### src/rtl/lsu_mw_pipe.sv
// M and W pipeline stages of the P6 core: drives the external data bus from M, aligns and
// extends load data in W, and exports the GRF write-back trace plus forwarding/hazard info.
module lsu_mw_pipe #(
  parameter int unsigned ADDR_W = 32,
  parameter int unsigned OP_W   = 4
) (
  input  logic              clk,
  input  logic              reset,
  input  logic              e_valid,
  input  logic [ADDR_W-1:0] e_pc,
  input  logic [OP_W-1:0]   e_op,
  input  logic [ADDR_W-1:0] e_addr,
  input  logic [31:0]       e_wdata,
  input  logic [31:0]       e_alu_res,
  input  logic [4:0]        e_rd,
  input  logic              e_reg_we,
  output logic [ADDR_W-1:0] m_data_addr,
  output logic [31:0]       m_data_wdata,
  output logic [3:0]        m_data_byteen,
  input  logic [31:0]       m_data_rdata,
  output logic [ADDR_W-1:0] m_inst_addr,
  output logic              m_misalign,
  output logic              m_fwd_we,
  output logic [4:0]        m_fwd_rd,
  output logic [31:0]       m_fwd_data,
  output logic              m_load_pending,
  output logic              w_grf_we,
  output logic [4:0]        w_grf_addr,
  output logic [31:0]       w_grf_wdata,
  output logic [ADDR_W-1:0] w_inst_addr
);

  localparam logic [OP_W-1:0] OpLw  = OP_W'(1);
  localparam logic [OP_W-1:0] OpLh  = OP_W'(2);
  localparam logic [OP_W-1:0] OpLhu = OP_W'(3);
  localparam logic [OP_W-1:0] OpLb  = OP_W'(4);
  localparam logic [OP_W-1:0] OpLbu = OP_W'(5);
  localparam logic [OP_W-1:0] OpSw  = OP_W'(6);
  localparam logic [OP_W-1:0] OpSh  = OP_W'(7);
  localparam logic [OP_W-1:0] OpSb  = OP_W'(8);

  // M stage registers
  logic              m_valid_q;
  logic [ADDR_W-1:0] m_pc_q;
  logic [OP_W-1:0]   m_op_q;
  logic [ADDR_W-1:0] m_addr_q;
  logic [31:0]       m_wdata_q;
  logic [31:0]       m_alu_q;
  logic [4:0]        m_rd_q;
  logic              m_reg_we_q;

  // W stage registers
  logic              w_valid_q;
  logic [ADDR_W-1:0] w_pc_q;
  logic [OP_W-1:0]   w_op_q;
  logic [1:0]        w_off_q;
  logic [31:0]       w_rdata_q;
  logic [31:0]       w_alu_q;
  logic [4:0]        w_rd_q;
  logic              w_reg_we_q;
  logic              w_misalign_q;

  logic              m_is_load;
  logic              m_mis;
  logic              w_is_load;

  always_ff @(posedge clk) begin
    if (reset) begin
      m_valid_q    <= 1'b0;
      m_pc_q       <= '0;
      m_op_q       <= '0;
      m_addr_q     <= '0;
      m_wdata_q    <= '0;
      m_alu_q      <= '0;
      m_rd_q       <= '0;
      m_reg_we_q   <= 1'b0;
      w_valid_q    <= 1'b0;
      w_pc_q       <= '0;
      w_op_q       <= '0;
      w_off_q      <= '0;
      w_rdata_q    <= '0;
      w_alu_q      <= '0;
      w_rd_q       <= '0;
      w_reg_we_q   <= 1'b0;
      w_misalign_q <= 1'b0;
    end else begin
      m_valid_q    <= e_valid;
      m_pc_q       <= e_pc;
      m_op_q       <= e_op;
      m_addr_q     <= e_addr;
      m_wdata_q    <= e_wdata;
      m_alu_q      <= e_alu_res;
      m_rd_q       <= e_rd;
      m_reg_we_q   <= e_reg_we;
      w_valid_q    <= m_valid_q;
      w_pc_q       <= m_pc_q;
      w_op_q       <= m_op_q;
      w_off_q      <= m_addr_q[1:0];
      w_rdata_q    <= m_data_rdata;
      w_alu_q      <= m_alu_q;
      w_rd_q       <= m_rd_q;
      w_reg_we_q   <= m_reg_we_q;
      w_misalign_q <= m_mis;
    end
  end

  // M stage: bus drive, misalignment and forwarding
  always_comb begin
    logic [3:0] byteen_raw;
    m_is_load    = 1'b0;
    m_mis        = 1'b0;
    byteen_raw   = 4'b0000;
    m_data_wdata = '0;
    unique case (m_op_q)
      OpLw:  begin m_is_load = 1'b1; m_mis = |m_addr_q[1:0]; end
      OpLh:  begin m_is_load = 1'b1; m_mis = m_addr_q[0];    end
      OpLhu: begin m_is_load = 1'b1; m_mis = m_addr_q[0];    end
      OpLb:  m_is_load = 1'b1;
      OpLbu: m_is_load = 1'b1;
      OpSw: begin
        m_mis        = |m_addr_q[1:0];
        byteen_raw   = 4'b1111;
        m_data_wdata = m_wdata_q;
      end
      OpSh: begin
        m_mis        = m_addr_q[0];
        byteen_raw   = m_addr_q[1] ? 4'b1100 : 4'b0011;
        m_data_wdata = {m_wdata_q[15:0], m_wdata_q[15:0]};
      end
      OpSb: begin
        byteen_raw   = 4'b0001 << m_addr_q[1:0];
        m_data_wdata = {4{m_wdata_q[7:0]}};
      end
      default: ;
    endcase

    m_data_addr    = m_addr_q;
    m_inst_addr    = m_pc_q;
    m_fwd_rd       = m_rd_q;
    m_fwd_data     = m_alu_q;
    m_data_byteen  = (m_valid_q && !m_mis && !reset) ? byteen_raw : 4'b0000;
    m_misalign     = m_valid_q & m_mis & ~reset;
    m_fwd_we       = m_valid_q & m_reg_we_q & ~m_is_load & (m_rd_q != 5'd0) & ~reset;
    m_load_pending = m_valid_q & m_is_load & m_reg_we_q & (m_rd_q != 5'd0) & ~reset;
  end

  // W stage: load alignment/extension and GRF write-back
  always_comb begin
    logic [15:0] half;
    logic [7:0]  byte_sel;
    half     = w_off_q[1] ? w_rdata_q[31:16] : w_rdata_q[15:0];
    unique case (w_off_q)
      2'd0:    byte_sel = w_rdata_q[7:0];
      2'd1:    byte_sel = w_rdata_q[15:8];
      2'd2:    byte_sel = w_rdata_q[23:16];
      default: byte_sel = w_rdata_q[31:24];
    endcase

    w_is_load   = 1'b1;
    w_grf_wdata = w_alu_q;
    unique case (w_op_q)
      OpLw:    w_grf_wdata = w_rdata_q;
      OpLh:    w_grf_wdata = {{16{half[15]}}, half};
      OpLhu:   w_grf_wdata = {16'h0000, half};
      OpLb:    w_grf_wdata = {{24{byte_sel[7]}}, byte_sel};
      OpLbu:   w_grf_wdata = {24'h000000, byte_sel};
      default: w_is_load   = 1'b0;
    endcase

    w_grf_we    = w_valid_q & w_reg_we_q & ~w_misalign_q & (w_rd_q != 5'd0) & ~reset;
    w_grf_addr  = w_rd_q;
    w_inst_addr = w_pc_q;
  end

  logic unused_ok;
  assign unused_ok = w_is_load;

endmodule

### config.mk
export PLATFORM = sky130hd
export DESIGN_NAME = lsu_mw_pipe
export DESIGN_NICKNAME = d
export VERILOG_FILES = /design/src/rtl/lsu_mw_pipe.sv
export SDC_FILE = /design/constraint.sdc
export NUM_CORES = 1
export LEC_CHECK = 0
export BUFFER_PORTS_ARGS = -buffer_cell sky130_fd_sc_hd__buf_2
export CORE_AREA = 4 4 148 150
export CTS_BUF_LIST = sky130_fd_sc_hd__clkbuf_4
export DETAILED_ROUTE_END_ITERATION = 6
export DIE_AREA = 0 0 152 154
export PLACE_DENSITY = 0.74
export SETUP_SLACK_MARGIN = 0.15
export SLEW_MARGIN = 20
export SYNTH_ARGS = -nofsm -noshare
export SYNTH_HDL_FRONTEND = slang
export SYNTH_SLANG_ARGS = --single-unit
### constraint.sdc
create_clock -name clk -period 1.85 [get_ports clk]
set_clock_uncertainty 0.05 [all_clocks]
set_input_delay 0.37 -clock clk [delete_from_list [all_inputs] [get_ports clk]]
set_output_delay 0.37 -clock clk [all_outputs]
set_load 0.005 [all_outputs]
Yosys cells after proc, flatten, opt, wreduce, memory -nomap -nowiden
Index checks and enable logic that the tools add are counted.
{ "word_totals": {"regBits": 249, "latchBits": 0, "ram_bits": 0, "rom_bits": 0, "inputBits": 173, "out_inout_bits": 210, "wordCells": 70, "memories": 0} }
{ "classes": {"addsub": 0, "mul": 0, "div": 0, "order_cmp": 0, "n_eq_ne": 15, "n_shift": 1, "mux": 9, "bitwise_logic": 17, "n_reduce_logical": 11} }
{ "ops": {"columns": ["op", "n"], "rows": [
  ["32-bit case mux with 5 select lines", 1],
  ["32-bit case mux with 3 select lines", 1],
  ["4-bit by 3-bit equality test with 1-bit output (second input constant)", 6],
  ["8-bit case mux with 3 select lines", 1],
  ["4-bit by 2-bit equality test with 1-bit output (second input constant)", 4],
  ["16-bit two-way mux", 1],
  ["1-bit AND", 14],
  ["4-bit case mux with 3 select lines", 1],
  ["5-bit nonzero test", 2],
  ["4-bit by 1-bit equality test with 1-bit output (second input constant)", 2],
  ["4-bit two-way mux", 2],
  ["5-bit OR reduction", 1],
  ["4-bit equality test (second input constant)", 1],
  ["2-bit OR reduction", 2],
  ["1-bit by 2-bit left shift with 4-bit output (first input constant)", 1],
  ["1-bit NOT", 3],
  ["3-bit OR reduction", 1],
  ["2-bit by 1-bit equality test with 1-bit output (second input constant)", 1],
  ["2-bit equality test (second input constant)", 1],
  ["1-bit logical AND", 2],
  ["1-bit zero test", 2],
  ["2-bit zero test", 1],
  ["1-bit case mux with 2 select lines", 1],
  ["1-bit two-way mux", 1]
]} }

Logic depth before layout (Yosys ltp)
{ "depth": {"ltp_word": 7, "depth_mapped": 6, "ltp_nobuf": 3} }

Worst setup path before layout
No wires, ideal clock.
{ "synth_timing": {"kind": "flip-flop to output port", "start": "register w_off_q[0]", "end": "output w_grf_wdata[21]", "arrival_time_ps": 1511, "required_ps": 1430, "setup_slack_ps": -81, "path_stages_with_launch": 6, "n_path_buf": 2, "cell_sequence": "dfxtp_1 > buf_6 > mux4_2 > a2bb2oi_4 > buf_6 > o211ai_2"} }
{ "synth_between": {"elab_chain_len": 3, "elab_cells_between_ends": 5, "classes_between": "eq/ne (2); mux (2); reduce/logical (1)"} }
{ "synth_rtl": {"columns": ["element", "line", "source"], "rows": [
  ["start, declared", "56", "logic [1:0] w_off_q;"],
  ["start signal, assigned", "98", "w_off_q <= m_addr_q[1:0];"],
  ["2-bit equality test, or another cell as far along", "152", "unique case (w_off_q)"],
  ["8-bit case mux with 3 select lines (*)", "152", null],
  ["32-bit case mux with 5 select lines (*)", "161", "unique case (w_op_q)"],
  ["end, declared", "29", "output logic [31:0] w_grf_wdata,"]
]} }
Mark *: on every way between the ends. The rest lies on a longest branch, timed or not.

Worst setup path in the final report
{ "layout_timing": {"start": "register w_off_q[0]", "end": "output w_grf_wdata[17]"} }
Same word-level chain as after synthesis.

==> flow_metrics.env <==
export IMPL_outcome="finished with violations"
export IMPL_violations="negative setup slack"
export IMPL_cts_root_buf="clkbuf_4"
export IMPL_dieArea_um2=23400
export IMPL_ctsLongestPathBuffers=3
export IMPL_period_minus_slack_ps=2600
export IMPL_required_ps=1430
export IMPL_ff2ff_setup_slack_ps=720
export IMPL_synthCells=766
export IMPL_crit_path_end_kind="output pin"
export IMPL_worst_r2r_path_depth=2
export IMPL_avgSynthCellArea_um2=10.9
export IMPL_ys_types=46
export IMPL_die_y_um=154
export IMPL_overflow=0
export IMPL_grt_setup_unrepaired="true"
export IMPL_synth_top_area_cell="dfxtp_1"
export IMPL_htreeDepth=3
export IMPL_worst_slack_ps=-750
export IMPL_cts_tree="yes"
export IMPL_hold_class="in -> reg"
export IMPL_post_drt_wl_per_cell_um=17.6
export IMPL_synth_edf_count=0
export IMPL_first_pass_iters=7
export IMPL_drive_gt1_frac=0.454
export IMPL_synth_seq_cells=249
export IMPL_synth_top_cell_area_share=0.595
export IMPL_antenna_found_initial=2
export IMPL_crit_end="w_grf_wdata[17]"
export IMPL_dp_hpwl_mm=19.0
export IMPL_crit_slowest_cell="mux4_2"
export IMPL_clkTransAtPathRegs_ps=70
export IMPL_ys_warn_count=0
export IMPL_setup_viol=72
export IMPL_fin_nets=1581
export IMPL_hold_slack_ps=182
export IMPL_ant_nets=0
export IMPL_cts_made_buffers=67
export IMPL_startpoint_type="flip-flop"
export IMPL_crit_family="multiplexers"
export IMPL_fmax_mhz=385
export IMPL_first_iter_violations=386
export IMPL_synth_nets=939
export IMPL_crit_chain="mux4_2 -> a2bb2oi_4 -> buf_4 -> o211ai_1 -> buf_2"
export IMPL_synth_flop_cell="dfxtp_1"
export IMPL_startpoint="w_off_q[0]"
export IMPL_path_buf_inv=2
export IMPL_synth_async_reset_ratio=0
export IMPL_synth_area_um2=8380
export IMPL_drv_cap=0
export IMPL_rows=53
export IMPL_globalplace_congestion=0.903
export IMPL_ios=383
export IMPL_clk_latency_ps=660
export IMPL_grt_pass1_vias=8926
export IMPL_final_hold_viol_count=0
export IMPL_grtUsageTotal=0.244
export IMPL_grt_pass1_wl_mm=46.2
export IMPL_crit_arrival_ps=2180
export IMPL_slew_headroom=0.373
export IMPL_core_area_um2=20700
export IMPL_cp_slowest_stage_delay_ps=560
export IMPL_cp_max_fo=4
export IMPL_rr_endpoint="w_reg_we_q"
export IMPL_drt_total_wl_mm=30.4
export IMPL_cts_sinks=249
export IMPL_peakVddDrop_mv=0.533
export IMPL_critical_path_class="reg -> out"
export IMPL_start_util=0.405
export IMPL_remaining_drc_errors=0
export IMPL_dp_cells=1421
export IMPL_area_delta_synth_final_pct=67.9
export IMPL_die_x_um=152
export IMPL_synth_area_leaders="dfxtp_1, nor2b_1, mux4_2"
export IMPL_utilization=0.680
export IMPL_port_buffers=382
export IMPL_leakage_uw=0.00666
export IMPL_finalSetupTns_ps=-44870
export IMPL_fin_crit_sh=1.41
export IMPL_vias=8112
export IMPL_synth_seq_area_share=0.595
export IMPL_r2r_start="m_reg_we_q"
export IMPL_worst_path_stages=5
export IMPL_dpl_cell_area_um2=10800
export IMPL_finalMaxSlewViolations=0
export IMPL_powerDensity_nw_per_um2=882
export IMPL_vias_per_cell=4.70
export IMPL_worst_pin_slew_ps=940
export IMPL_grt_max_degree=151
export IMPL_design_area_um2=14100
export IMPL_fin_cells=1725
-- worst min path at each step --
stage,slack [ps],endpoint,start,cells after the start
after floorplan,390,w_reg_we_q,m_reg_we_q,1
after global placement,390,w_inst_addr[21],m_inst_addr[21],1
after detailed placement,390,w_inst_addr[16],m_inst_addr[16],1
after CTS,80,w_valid_q,reset,3
after global routing,150,w_valid_q,reset,3
final,180,w_valid_q,reset,3
-- placed cells by master, fill, tap and decap left out, types with 7 or more instances in the layout --
cell	count
a221o_1	8
nand2_1	28
buf_6	19
inv_1	11
a32o_1	8
o21ai_0	17
buf_4	51
dfxtp_4	9
mux4_2	8
a32oi_2	7
dfxtp_2	7
nor2b_1	249
o21ai_2	9
o211ai_1	7
a22o_1	8
a21oi_1	9
nand3_1	7
dlygate4sd3_1	172
clkbuf_4	95
mux2i_1	10
dfxtp_1	233
buf_2	374
nand2_4	10
o211ai_2	10
-- metrics by stage --
stage | total power, µW | worst slack, ps
2_1_floorplan | 6380 | -73.4
3_3_place_gp | 6970 | -85.7
3_5_place_dp | 6990 | -166
4_1_cts | 12400 | -842
5_1_grt | 12900 | -863
6_report | 12400 | -750
-- metal layers --
metal  global-route usage  wire [µm]  up-vias
li1                     -          -     3851
met1                0.260      11200     3773
met2                0.429      15600      377
met3               0.0737       2020      111
met4                0.143       1520        0
met5                    0          0        -
-- logic make-up (layout without fill, tap and decap cells) --
group	count (synthesis)	in the layout	share of synthesized area
buf+inv	64	746	0.0349
compound gates	97	97	0.0954
mux	18	18	0.0335
simple gates	338	338	0.241
flops	249	249	0.595
other cells	0	2	0
-- cell usage after synthesis, types with 9 or more instances --
library cell and n:
buf_2 11, o21ai_0 26, nand2_1 42, clkbuf_1 33, inv_1 13, nor2b_1 256
a21oi_1 9, o211ai_2 10, dfxtp_1 249, mux2i_1 10
-- repair_timing --
action | CTS | global route
hold buffers | 172 | 0
setup buffers | 9 | 11
resized for setup | 89 | 45
pin swaps | 14 | 24
endpoints found under the setup margin | 74 | 75
endpoints found under the hold margin | 172 | 0
cloned | 1 | 0
-- sequential cells by signal, summed over array words and instances (netlist names) --
register      cells
w_op_q            4
m_fwd_rd          5
w_off_q           2
m_inst_addr      32
m_fwd_data       32
w_grf_addr        5
m_op_q            4
m_wdata_q        32
m_data_addr      32
w_reg_we_q        1
w_alu_q          32
w_misalign_q      1
w_inst_addr      32
w_valid_q         1
w_rdata_q        32
m_reg_we_q        1
m_valid_q         1
-- layout make-up --
type | count | area [µm²]
tap | 275 | 344
inverter | 13 | 56.3
clock inverter | 14 | 156
sequential | 249 | 5030
timing repair buffer | 624 | 4330
fill | 1433 | 6620
antenna | 2 | 5.00
clock buffer | 95 | 713
multi-input combinational | 453 | 3440
-- worst register-to-register path: stages (launching register included) --
cell,delay [ps]
dfxtp_1,290
nor2b_1,130
dlygate4sd3_1,540
-- power breakdown --
part	leakage (µW)	internal (µW)	total [µW]	switching (µW)
Combinational	0.00408	903	1550	648
Clock	0.000507	2790	5070	2280
Sequential	0.00207	5630	5780	156
No activity file was read; power rests on OpenSTA's default activity.
